`config.mk`:
```
export PLATFORM = sky130hd
export DESIGN_NAME = branch_recovery_ctrl
export DESIGN_NICKNAME = d
export VERILOG_FILES = /design/src/rtl/branch_recovery_ctrl.sv
export SDC_FILE = /design/constraint.sdc
export NUM_CORES = 1
export LEC_CHECK = 0
export CAP_MARGIN = 10
export CORE_MARGIN = 2
export CORE_UTILIZATION = 26
export CTS_BUF_LIST = sky130_fd_sc_hd__clkbuf_8 sky130_fd_sc_hd__clkbuf_16
export DETAILED_ROUTE_END_ITERATION = 8
export PLACE_DENSITY = 0.59
export REMOVE_ABC_BUFFERS = 1
export SLEW_MARGIN = 30
export SYNTH_ARGS = -nofsm -noshare
export SYNTH_HDL_FRONTEND = slang
export SYNTH_SLANG_ARGS = --single-unit
```
`constraint.sdc`:
```
create_clock -name clk_i -period 11.19 [get_ports clk_i]
set_input_delay 3.357 -clock clk_i [delete_from_list [all_inputs] [get_ports clk_i]]
set_output_delay 3.357 -clock clk_i [all_outputs]
set_load 0.02 [all_outputs]
```
`src/rtl/branch_recovery_ctrl.sv`:
```
// Branch mispredict recovery: one-cycle flush/redirect after an accepted mispredict, then a
// youngest-to-oldest walk of the squashed ROB window, one index per cycle, with busy held throughout.
module branch_recovery_ctrl #(
   parameter int ROB_DEPTH = 32,
   parameter int TAG_W     = $clog2(ROB_DEPTH),
   parameter int XLEN      = 32
) (
   input  logic             clk_i,
   input  logic             reset_i,
   input  logic             b_valid_i,
   input  logic             b_mispredict_i,
   input  logic [TAG_W-1:0] b_tag_i,
   input  logic [XLEN-1:0]  b_target_pc_i,
   input  logic [TAG_W-1:0] rob_head_i,
   input  logic [TAG_W-1:0] rob_tail_i,
   output logic             flush_o,
   output logic [TAG_W-1:0] flush_tag_o,
   output logic             redirect_valid_o,
   output logic [XLEN-1:0]  redirect_pc_o,
   output logic             walk_valid_o,
   output logic [TAG_W-1:0] walk_idx_o,
   output logic             busy_o,
   output logic             recover_done_o
);

   typedef enum logic [1:0] {IDLE, FLUSH, WALK} state_e;

   state_e           state_q, state_d;
   logic [TAG_W-1:0] stop_q, stop_d;
   logic [TAG_W-1:0] ptr_q, ptr_d;
   logic [XLEN-1:0]  pc_q, pc_d;
   logic             pulse_q, pulse_d;

   logic [TAG_W-1:0] tag_age, stop_age;
   logic             accept, last, done;

   always_comb begin
      tag_age  = b_tag_i - rob_head_i;
      stop_age = stop_q - rob_head_i;
      // Outside IDLE only a strictly older branch may retarget recovery.
      accept   = b_valid_i & b_mispredict_i & ((state_q == IDLE) | (tag_age < stop_age));
      last     = ((state_q == FLUSH) && (ptr_q == stop_q)) ||
                 ((state_q == WALK) && (ptr_q == stop_q + TAG_W'(1)));
      done     = last & ~accept;

      state_d = state_q;
      stop_d  = stop_q;
      ptr_d   = ptr_q;
      pc_d    = pc_q;
      pulse_d = 1'b0;

      case (state_q)
         IDLE: begin
            if (accept) begin
               ptr_d   = rob_tail_i - TAG_W'(1);
               state_d = FLUSH;
            end
         end
         FLUSH: state_d = done ? IDLE : WALK;
         WALK: begin
            ptr_d = ptr_q - TAG_W'(1);
            if (done) state_d = IDLE;
         end
         default: state_d = IDLE;
      endcase

      if (accept) begin
         stop_d  = b_tag_i;
         pc_d    = b_target_pc_i;
         pulse_d = 1'b1;
      end
   end

   always_ff @(posedge clk_i) begin
      if (reset_i) begin
         state_q <= IDLE;
         stop_q  <= '0;
         ptr_q   <= '0;
         pc_q    <= '0;
         pulse_q <= 1'b0;
      end else begin
         state_q <= state_d;
         stop_q  <= stop_d;
         ptr_q   <= ptr_d;
         pc_q    <= pc_d;
         pulse_q <= pulse_d;
      end
   end

   always_comb begin
      flush_o          = pulse_q;
      flush_tag_o      = pulse_q ? stop_q : '0;
      redirect_valid_o = pulse_q;
      redirect_pc_o    = pulse_q ? pc_q : '0;
      walk_valid_o     = (state_q == WALK);
      walk_idx_o       = (state_q == WALK) ? ptr_q : '0;
      busy_o           = (state_q != IDLE);
      recover_done_o   = done;
   end

endmodule
```
======== Yosys cells after proc, flatten, opt, wreduce, memory -nomap -nowiden ========
Index checks and enable logic that the tools add are counted.
storage, ports and cells
  output and inout port bits .............. 47
  register bits after elaboration ......... 45
cells by class
  bitwise logic cells ..................... 5
  mux-type cells .......................... 10
  equal/unequal tests ..................... 6
  reductions and logical operators ........ 8
  add/subtract/negate cells ............... 5
  magnitude comparators ................... 1
operators by type and width
  operator               number
  $mux W32               1
  $mux W5                3
  $eq A5 B5 Y1           2
  $pmux W5 S2            1
  $sub A5 B1 Y5 const B  2
  $sub A5 B5 Y5          2
  $mux W2                3
  $pmux W2 S3            1
  $add A5 B1 Y5 const B  1
  $lt A5 B5 Y1           1
  $reduce_and A2 Y1      2
  $reduce_bool A2 Y1     2
  $and A1 B1 Y1          3
  $eq A2 B1 Y1 const B   1
  $eq A2 B2 Y1 const B   1
  $logic_and A1 B1 Y1    2
  $logic_not A2 Y1       1
  $ne A2 B1 Y1 const B   1
  $ne A2 B2 Y1 const B   1
  $logic_or A1 B1 Y1     1
  $mux W1                1
  $not A1 Y1             1
  $or A1 B1 Y1           1

======== Longest topological paths before layout ========
Gate-level depths: netlist (run 1).
  depth after elaboration ................. 8
  depth in mapped cells ................... 14
  gate-level depth less buffers ........... 13

======== Worst setup path after synthesis (run 1) ========
No wires, ideal clock.
  kind .................................... input to output
  start point ............................. input b_tag_i[0]
  end point ............................... output recover_done_o
  arrival time ............................ 5.501 ns
  cell stages on the path ................. 13
  slack ................................... 2.332 ns
  cells stage by stage .................... inv_1 > ha_1 > inv_1 > fa_1 > a21o_1 > a21oi_1 > xnor2_1 > ha_1 > a21oi_1 > o21ai_0 > a41oi_2 > buf_2 > nor2_1
on the way
  word-level cells in the longest chain between the ends .. 6
RTL lines
  item                line  RTL
  start: declaration  12    input logic [TAG_W-1:0] b_tag_i,
  $sub A5 B5 Y5       38    tag_age = b_tag_i - rob_head_i;
  $lt A5 B5 Y1        41    accept = b_valid_i & b_mispredict_i & ((state_q == IDLE) | (tag_age < stop_age));
  $or A1 B1 Y1        41
  $and A1 B1 Y1       41
  $not A1 Y1          44    done = last & ~accept;
  $and A1 B1 Y1       44
  end: declaration    23    output logic recover_done_o
Every way passes these cells.

======== Final worst setup path (run 1) ========
Same ends and word-level chain as after synthesis.

==> results of run 1 <==
## path summary, 6_finish.rpt
kind | endpoint | slack, ns | from | depth (start not counted)
max | recover_done_o | 1.41 | b_tag_i[0] | 14
min | pc_q[5] | 0.49 | pc_q[5] | 2
max reg2reg | pc_q[16] | 7.84 | stop_q[0] | 14
min reg2reg | pc_q[5] | 0.49 | pc_q[5] | 2
## tightest hold or removal path: stages, from the launching register on
cell     delay (ns)
dfxtp_1        0.33
mux2i_1        0.06
nor2_1         0.07
## power breakdown
part	internal [mW]	total, mW	switching [mW]
Sequential	0.170	0.181	0.0102
Combinational	0.0516	0.0965	0.0449
Clock	0.0502	0.107	0.0573
## cell usage in the layout (no fill, tap or decap), types with 2 or more instances in the layout
cell / netlist / final
xor2_1: 8 / 8
fa_1: 2 / 2
nand2_1: 3 / 3
mux2i_1: 37 / 37
a31oi_1: 4 / 4
or4_1: 2 / 2
nor2b_1: 3 / 3
clkdlybuf4s50_1: 0 / 96
nor3_1: 2 / 2
and2_1: 42 / 42
clkbuf_8: 0 / 6
a211oi_1: 2 / 2
nor2_1: 42 / 42
a21o_1: 4 / 4
a21oi_1: 14 / 14
dfxtp_1: 45 / 44
nand2b_1: 2 / 2
ha_1: 14 / 14
o21ai_0: 7 / 7
inv_1: 13 / 13
nand4_1: 2 / 2
xnor2_1: 8 / 8
## routing by layer
layer	routed length, µm	vias to the layer above	global-route usage	part of all wire
met3	326	0	0.0276	0.049
met4	0	0	0.0273	0
met5	0	-	0	0
li1	-	1146	-	-
met1	3100	1054	0.164	0.47
met2	3210	57	0.206	0.48
## cell type report
type	count	area share
repair buffers	98	0.260
flip-flops and latches	45	0.241
clock buffers	6	0.0220
multi-input cells	216	0.416
well taps	133	0.0444
inverters	13	0.0130
clock inverters	2	0.00367
## synthesized netlist by cell type (2+ instances only)
cell      number
and2_1        42
nor3_1         2
xnor2_1        8
buf_2          4
xor2_1         8
a21oi_1       14
nor2b_1        3
clkbuf_1       9
nor2_1        42
mux2i_1       37
inv_1         13
a21o_1         4
a211oi_1       2
nand4_1        2
a31oi_1        4
dfxtp_1       45
or4_1          2
nand2_1        3
o21ai_0        7
fa_1           2
ha_1          14
nand2b_1       2
## through the flow
stage / util / total power [mW] / instances / hold slack (ns)
after global placement: 0.377 / 0.281 / 505 / 0.463
final: 0.387 / 0.385 / 513 / 0.489
after floorplan: - / 0.240 / 274 / 0.452
after global routing: 0.387 / 0.410 / 513 / 0.522
after detailed placement: 0.377 / 0.282 / 505 / 0.476
after CTS: 0.387 / 0.393 / 513 / 0.500
## logic make-up after synthesis
kind of cell | count (synthesis)
xor+xnor | 16
buf+inv | 28
flops | 45
mux | 37
fa+ha+maj | 16
simple gates | 108
compound gates | 39
## state kept, by name, indices dropped and copies added, names as in the netlist
signal	flops
flush_o	1
pc_q	32
ptr_q	5
state_q	2
stop_q	5
==> key figures, run 1 <==
Status
  – Outcome: completed

STA
  – Setup Total Neg Slack: 0 ns
  – Slew Viols, Final: 0
  – Final hold viol count: 0
  – Unrepaired setup endpoints after global routing: false
  – Finish-stage setup viols: 0
  – Slew HR: 0.414
  – Setup WS post-layout: roughly 1.4 ns
  – Fin crit share: 0.874
  – Worst slew pin tran: ~0.88 ns
  – Skew final: 0.00801 ns
  – Fin crit period: a little under 10 ns
  – Fmax: ~100 MHz

Cells and area
  – Share of post-route cells with drive strength above 1: 0.0395
  – Register area: 902 µm²
  – Layout fillers: 989
  – P&R area growth vs syn: 46.2%
  – Final #Nets: 446
  – Multi-input gate area: 1560 µm²
  – Design area: 3750 µm²
  – Antenna cell count: 0

Placed design
  – Place WS: approximately 1.4 ns
  – Count of input and output buffers: 97
  – Dpl hpwl: 4680 µm
  – Placed Area: ~3600 µm²
  – Routability congestion estimate: between 0.7 and 0.8

Setup path
  – Worst path cell trace: clkdlybuf4s50_1 -> inv_1 -> ha_1 -> inv_1 -> fa_1 -> a21o_1 -> a21oi_1 -> xnor2_1 -> ha_1 -> a21oi_1 -> o21ai_0 -> a41oi_4 -> nor2_1 -> clkdlybuf4s50_1
  – Slowest stage delay, CP: 0.62 ns
  – Worst path slowest cell: clkdlybuf4s50_1
  – Critical path type: input pin to output port
  – Worst-path fanout max: 2
  – Worst setup EP type: output port
  – Crit path DAT: ~6.4 ns
  – Required @ worst endpoint: 7.83 ns
  – WP buf/inv: 4
  – Startpoint types: input pin
  – Top delay family on crit path: buffers and inverters

Route
  – Drt pass-1 iters: 4
  – Per-cell routed wire length: 12.9 µm
  – Post-route ant nets: 0
  – Iter 0 DRT Violations: 45
  – Vias per cell: 4.40
  – Routed via count: 2257
  – DRC: 0
  – WL final: around 6600 µm

Job
  – Max_cap viols: 0

Yosys
  – Simple-Gate Fraction of Synth Area: 0.222
  – Synthesized-area fraction occupied by adder cells: 0.0840
  – XOR/XNOR Fraction of Synth Area: 0.0547
  – Post-synthesis mux area share: 0.145
  – Compound-Gate Fraction of Synth Area: 0.0986
  – EDFF count, synth: 0
  – Flops & latches, synth: 45
  – Post-synthesis sequential area ratio: 0.352
  – Leading post-synthesis cells by cell area: dfxtp_1 (35%), mux2i_1 (14%), and2_1 (10%)
  – Synth Warn #: 0
  – Distinct cells, synth: 42
  – Asr flop ratio synth: 0
  – Leading area contributor after synthesis: dfxtp_1
  – Syn Area/Cell: 8.87 µm²
  – Cell count after synthesis: approximately 290
  – Top_reg_cell synth: dfxtp_1
  – Synth top area share: 0.352
  – Largest family of logic cells by synthesized area: simple AND/OR/NAND/NOR gates
  – Synthesized area: 2560 µm²

Clock network
  – Post CTS Setup Buffer Count: 0
  – Cts hold-fix bufs: 0
  – Cts repair resizes: 0
  – TritonCTS clock tree: yes
  – CTS H-tree depth: 2
  – Cts bufs inserted: 5
  – Clock sinks: 45
  – Clock transition at path regs: 0.09 ns
  – Worst-Skew Late Latency: 0.29 ns
  – CTS Buffer Depth: 2
  – Root Driver: clkbuf_8

Floorplanning
  – Ports: 98
  – Die area: ~11000 µm²
  – Area of the core: 9680 µm²
  – Num rows: 36
  – Die Y: about 100 µm
  – Die X: between 100 and 150 µm
  – Initial Util: 0.265

Pwr
  – VDD IR max: 0.0359 mV
  – P_leak: 1.49 nW
  – Pwr per Cell Area: 103 nW/µm²

Global routing
  – Total GRT Usage: 0.124
  – Antenna violations before repair: 0
  – First-pass GRT wire length: 10500 µm
  – Largest net degree at the start of global routing: 47
  – Vias in the first global route: 2226
  – GRT overflow: 0

Hold path
  – Hold Crit Class: flop to flop
(Power assumes the default switching activity.)
==> inputs of run 2 (changes only) <==
--- a/config.mk
+++ b/config.mk
@@ -6,7 +6,7 @@
 export NUM_CORES = 1
 export LEC_CHECK = 0
 export CAP_MARGIN = 10
-export CORE_MARGIN = 2
+export CORE_MARGIN = 8
 export CORE_UTILIZATION = 26
 export CTS_BUF_LIST = sky130_fd_sc_hd__clkbuf_8 sky130_fd_sc_hd__clkbuf_16
 export DETAILED_ROUTE_END_ITERATION = 8
==> run 2 against run 1 <==
- die area is 25% higher
- final cell count is 0.19% higher
- utilization increased by 0.13 points
- sequential share of layout area is 0.080 points lower
- clock power is essentially flat
- critical endpoint unchanged
- first-iteration DRC count grew 47%
- critical path depth is 1 lower
- largest cell class unchanged
- power grew 0.48%
- wire length grew 10%
- register-to-register slack is essentially flat
- non-clock buffer count is 1 higher
==> key figures, run 2 (synthesis gave the netlist of run 1 again) <==
Pwr
  – Clock power share: 0.281 (+0.002)
  – Combinational Power Share: 0.252 (about the same)
  – P_leak: 1.50 nW (+0.32%)
  – Int Pwr: 0.273 mW (+0.16%)
  – VDD IR max: 0.0455 mV (+27%)
  – Psw: 0.114 mW (+1.3%)
  – Total power: 0.386 mW (+0.48%)
  – Reg power frac: 0.467 (-0.003)
  – Sw Ratio: 0.295 (+0.00227)
  – Pwr per Cell Area: 103 nW/µm² (+0.15%)

STA
  – Worst slew pin tran: 0.668 ns (-0.210 ns)
  – Hold slack: 0.489 ns (+0.000456 ns)
  – Fin crit period: 9.78 ns (-0.00371 ns)
  – Setup WS post-layout: 1.41 ns (+0.00371 ns)
  – Final hold viol count: 0 (unchanged)
  – Fmax: 102 MHz (about the same)
  – Unrepaired setup endpoints after global routing: false
  – Slew HR: 0.555 (+0.140)
  – Finish-stage setup viols: 0 (unchanged)
  – Slew Viols, Final: 0 (unchanged)
  – Setup Total Neg Slack: 0 ns (unchanged)
  – Fin crit share: 0.874 (about the same)
  – Skew final: 0.0120 ns (+0.00397 ns)

Clock network
  – Clock sinks: 45 (unchanged)
  – TritonCTS clock tree: yes
  – Cts hold-fix bufs: 0 (unchanged)
  – CTS H-tree depth: 2 (unchanged)
  – Cts bufs inserted: 5 (unchanged)
  – Post CTS Setup Buffer Count: 0 (unchanged)
  – Cts repair resizes: 0 (unchanged)
  – Clock transition at path regs: 0.09 ns (about the same)
  – Worst-Skew Late Latency: 0.30 ns (about the same)
  – Root Driver: clkbuf_8
  – CTS Buffer Depth: 2 (unchanged)

Placed design
  – Place WS: 1.40 ns (-0.00603 ns)
  – Routability congestion estimate: 0.742 (-2.2%)
  – Placed Area: 3660 µm² (+0.34%)
  – Count of input and output buffers: 97 (unchanged)
  – Dpl cells: 506 (+0.20%)
  – Dpl hpwl: 5470 µm (+17%)

Floorplanning
  – Initial Util: 0.265 (unchanged)
  – Die Y: 115 µm (+12%)
  – Ports: 98 (unchanged)
  – Num rows: 36 (unchanged)
  – Die area: 13300 µm² (+25%)
  – Die X: 115 µm (+12%)
  – Area of the core: 9680 µm² (unchanged)

Global routing
  – Antenna violations before repair: 0 (unchanged)
  – GRT overflow: 0 (unchanged)
  – Vias in the first global route: 2406 (+8.1%)
  – Largest net degree at the start of global routing: 47 (unchanged)
  – First-pass GRT wire length: 11800 µm (+12%)
  – Total GRT Usage: 0.110 (-0.0134)

Cells and area
  – Non-Filler Instances: 514 (+0.19%)
  – Share of post-route cells with drive strength above 1: 0.0394 (-0.000104)
  – Final core utilization: 0.388 (+0.00129)
  – Design area: 3760 µm² (+0.33%)
  – Final #Nets: 447 (+0.22%)
  – P&R area growth vs syn: 46.7%
  – Max reg flops: 32 (unchanged)
  – Largest register by flop count: pc_q
  – Antenna cell count: 0 (unchanged)
  – Biggest regs: pc_q x32, ptr_q x5, stop_q x5
  – Most frequent cells in the layout: clkdlybuf4s50_1 (97), dfxtp_1 (44), and2_1 (42), nor2_1 (42), mux2i_1 (37)
  – Commonest non-fill, non-tap cell in the layout: clkdlybuf4s50_1

Setup path
  – Worst flop-to-flop path startpoint: stop_q[0]
  – Worst setup path endpoint: recover_done_o
  – Worst setup EP type: output port
  – Flop2flop setup slack: 7.83 ns (about the same)
  – Crit path DAT: 6.42 ns (about the same)
  – CP startpoint: rob_head_i[0]
  – Critical path type: input pin to output port
  – Worst-path fanout max: 2 (unchanged)
  – RR Endpoint: pc_q[20]
  – Startpoint types: input pin
  – R2R depth: 14 (unchanged)
  – Required @ worst endpoint: 7.83 ns (about the same)

Route
  – Per-cell routed wire length: 14.2 µm (+9.8%)
  – Iter 0 DRT Violations: 66 (+47%)
  – DRC: 0 (unchanged)
  – Drt pass-1 iters: 4 (unchanged)
  – Vias per cell: 4.46 (+1.5%)
  – Routed via count: 2295 (+1.7%)
  – WL final: 7310 µm (+10%)
  – Post-route ant nets: 0 (unchanged)

Status
  – Outcome: completed

Hold path
  – Hold Crit Class: flop to flop

Job
  – Max_cap viols: 0 (unchanged)
==> run 2: cell types whose count changed in the layout (fill, tap and decap cells not counted) <==
cell             before  now
buf_2                 1    0
buf_4                 1    2
clkdlybuf4s50_1      96   97
==> run 2: critical path, stage by stage <==
cell and delay [ns]:
clkdlybuf4s50_1 0.49, ha_1 0.15, inv_1 0.06, fa_1 0.40, a21o_1 0.18, a21oi_1 0.17, xnor2_1 0.10, ha_1 0.33
a21oi_1 0.08, o21ai_0 0.29, a41oi_4 0.05, nor2_1 0.15, clkdlybuf4s50_1 0.62
==> run 2: layer usage <==
| metal | share of wire | GRT usage |
|---|---|---|
| met1 | 0.41 | 0.124 |
| met2 | 0.50 | 0.191 |
| met3 | 0.080 | 0.0441 |
| met4 | 0.0083 | 0.0228 |
| met5 | 0 | 0 |
==> run 2: cell type report <==
class,instances,area [µm²]
clock buffer,6,82.6
clock inverter,2,13.8
fill,1001,5930
inverter,13,48.8
multi-input combinational,216,1560
sequential,45,902
tap,133,166
timing repair buffer,99,986
==> run 2: how the worst min path moves through the flow <==
stage / from / end / slack, ns / depth (start not counted)
5_1_grt: pc_q[21] / pc_q[21] / 0.52 / 2
6_report: pc_q[17] / pc_q[17] / 0.49 / 2
4_1_cts: pc_q[6] / pc_q[6] / 0.50 / 2
2_1_floorplan: pc_q[0] / pc_q[0] / 0.45 / 2
3_3_place_gp: pc_q[19] / pc_q[19] / 0.46 / 2
3_5_place_dp: pc_q[6] / pc_q[6] / 0.47 / 2
==> run 2: power groups by stage <==
stage | combinational (mW) | sequential [mW] | clock [mW]
final | 0.0973 | 0.181 | 0.109
after floorplan | 0.0592 | 0.181 | 0
after detailed placement | 0.0985 | 0.184 | 0
after CTS | 0.0990 | 0.181 | 0.115
after global placement | 0.0971 | 0.184 | 0
after global routing | 0.108 | 0.183 | 0.121
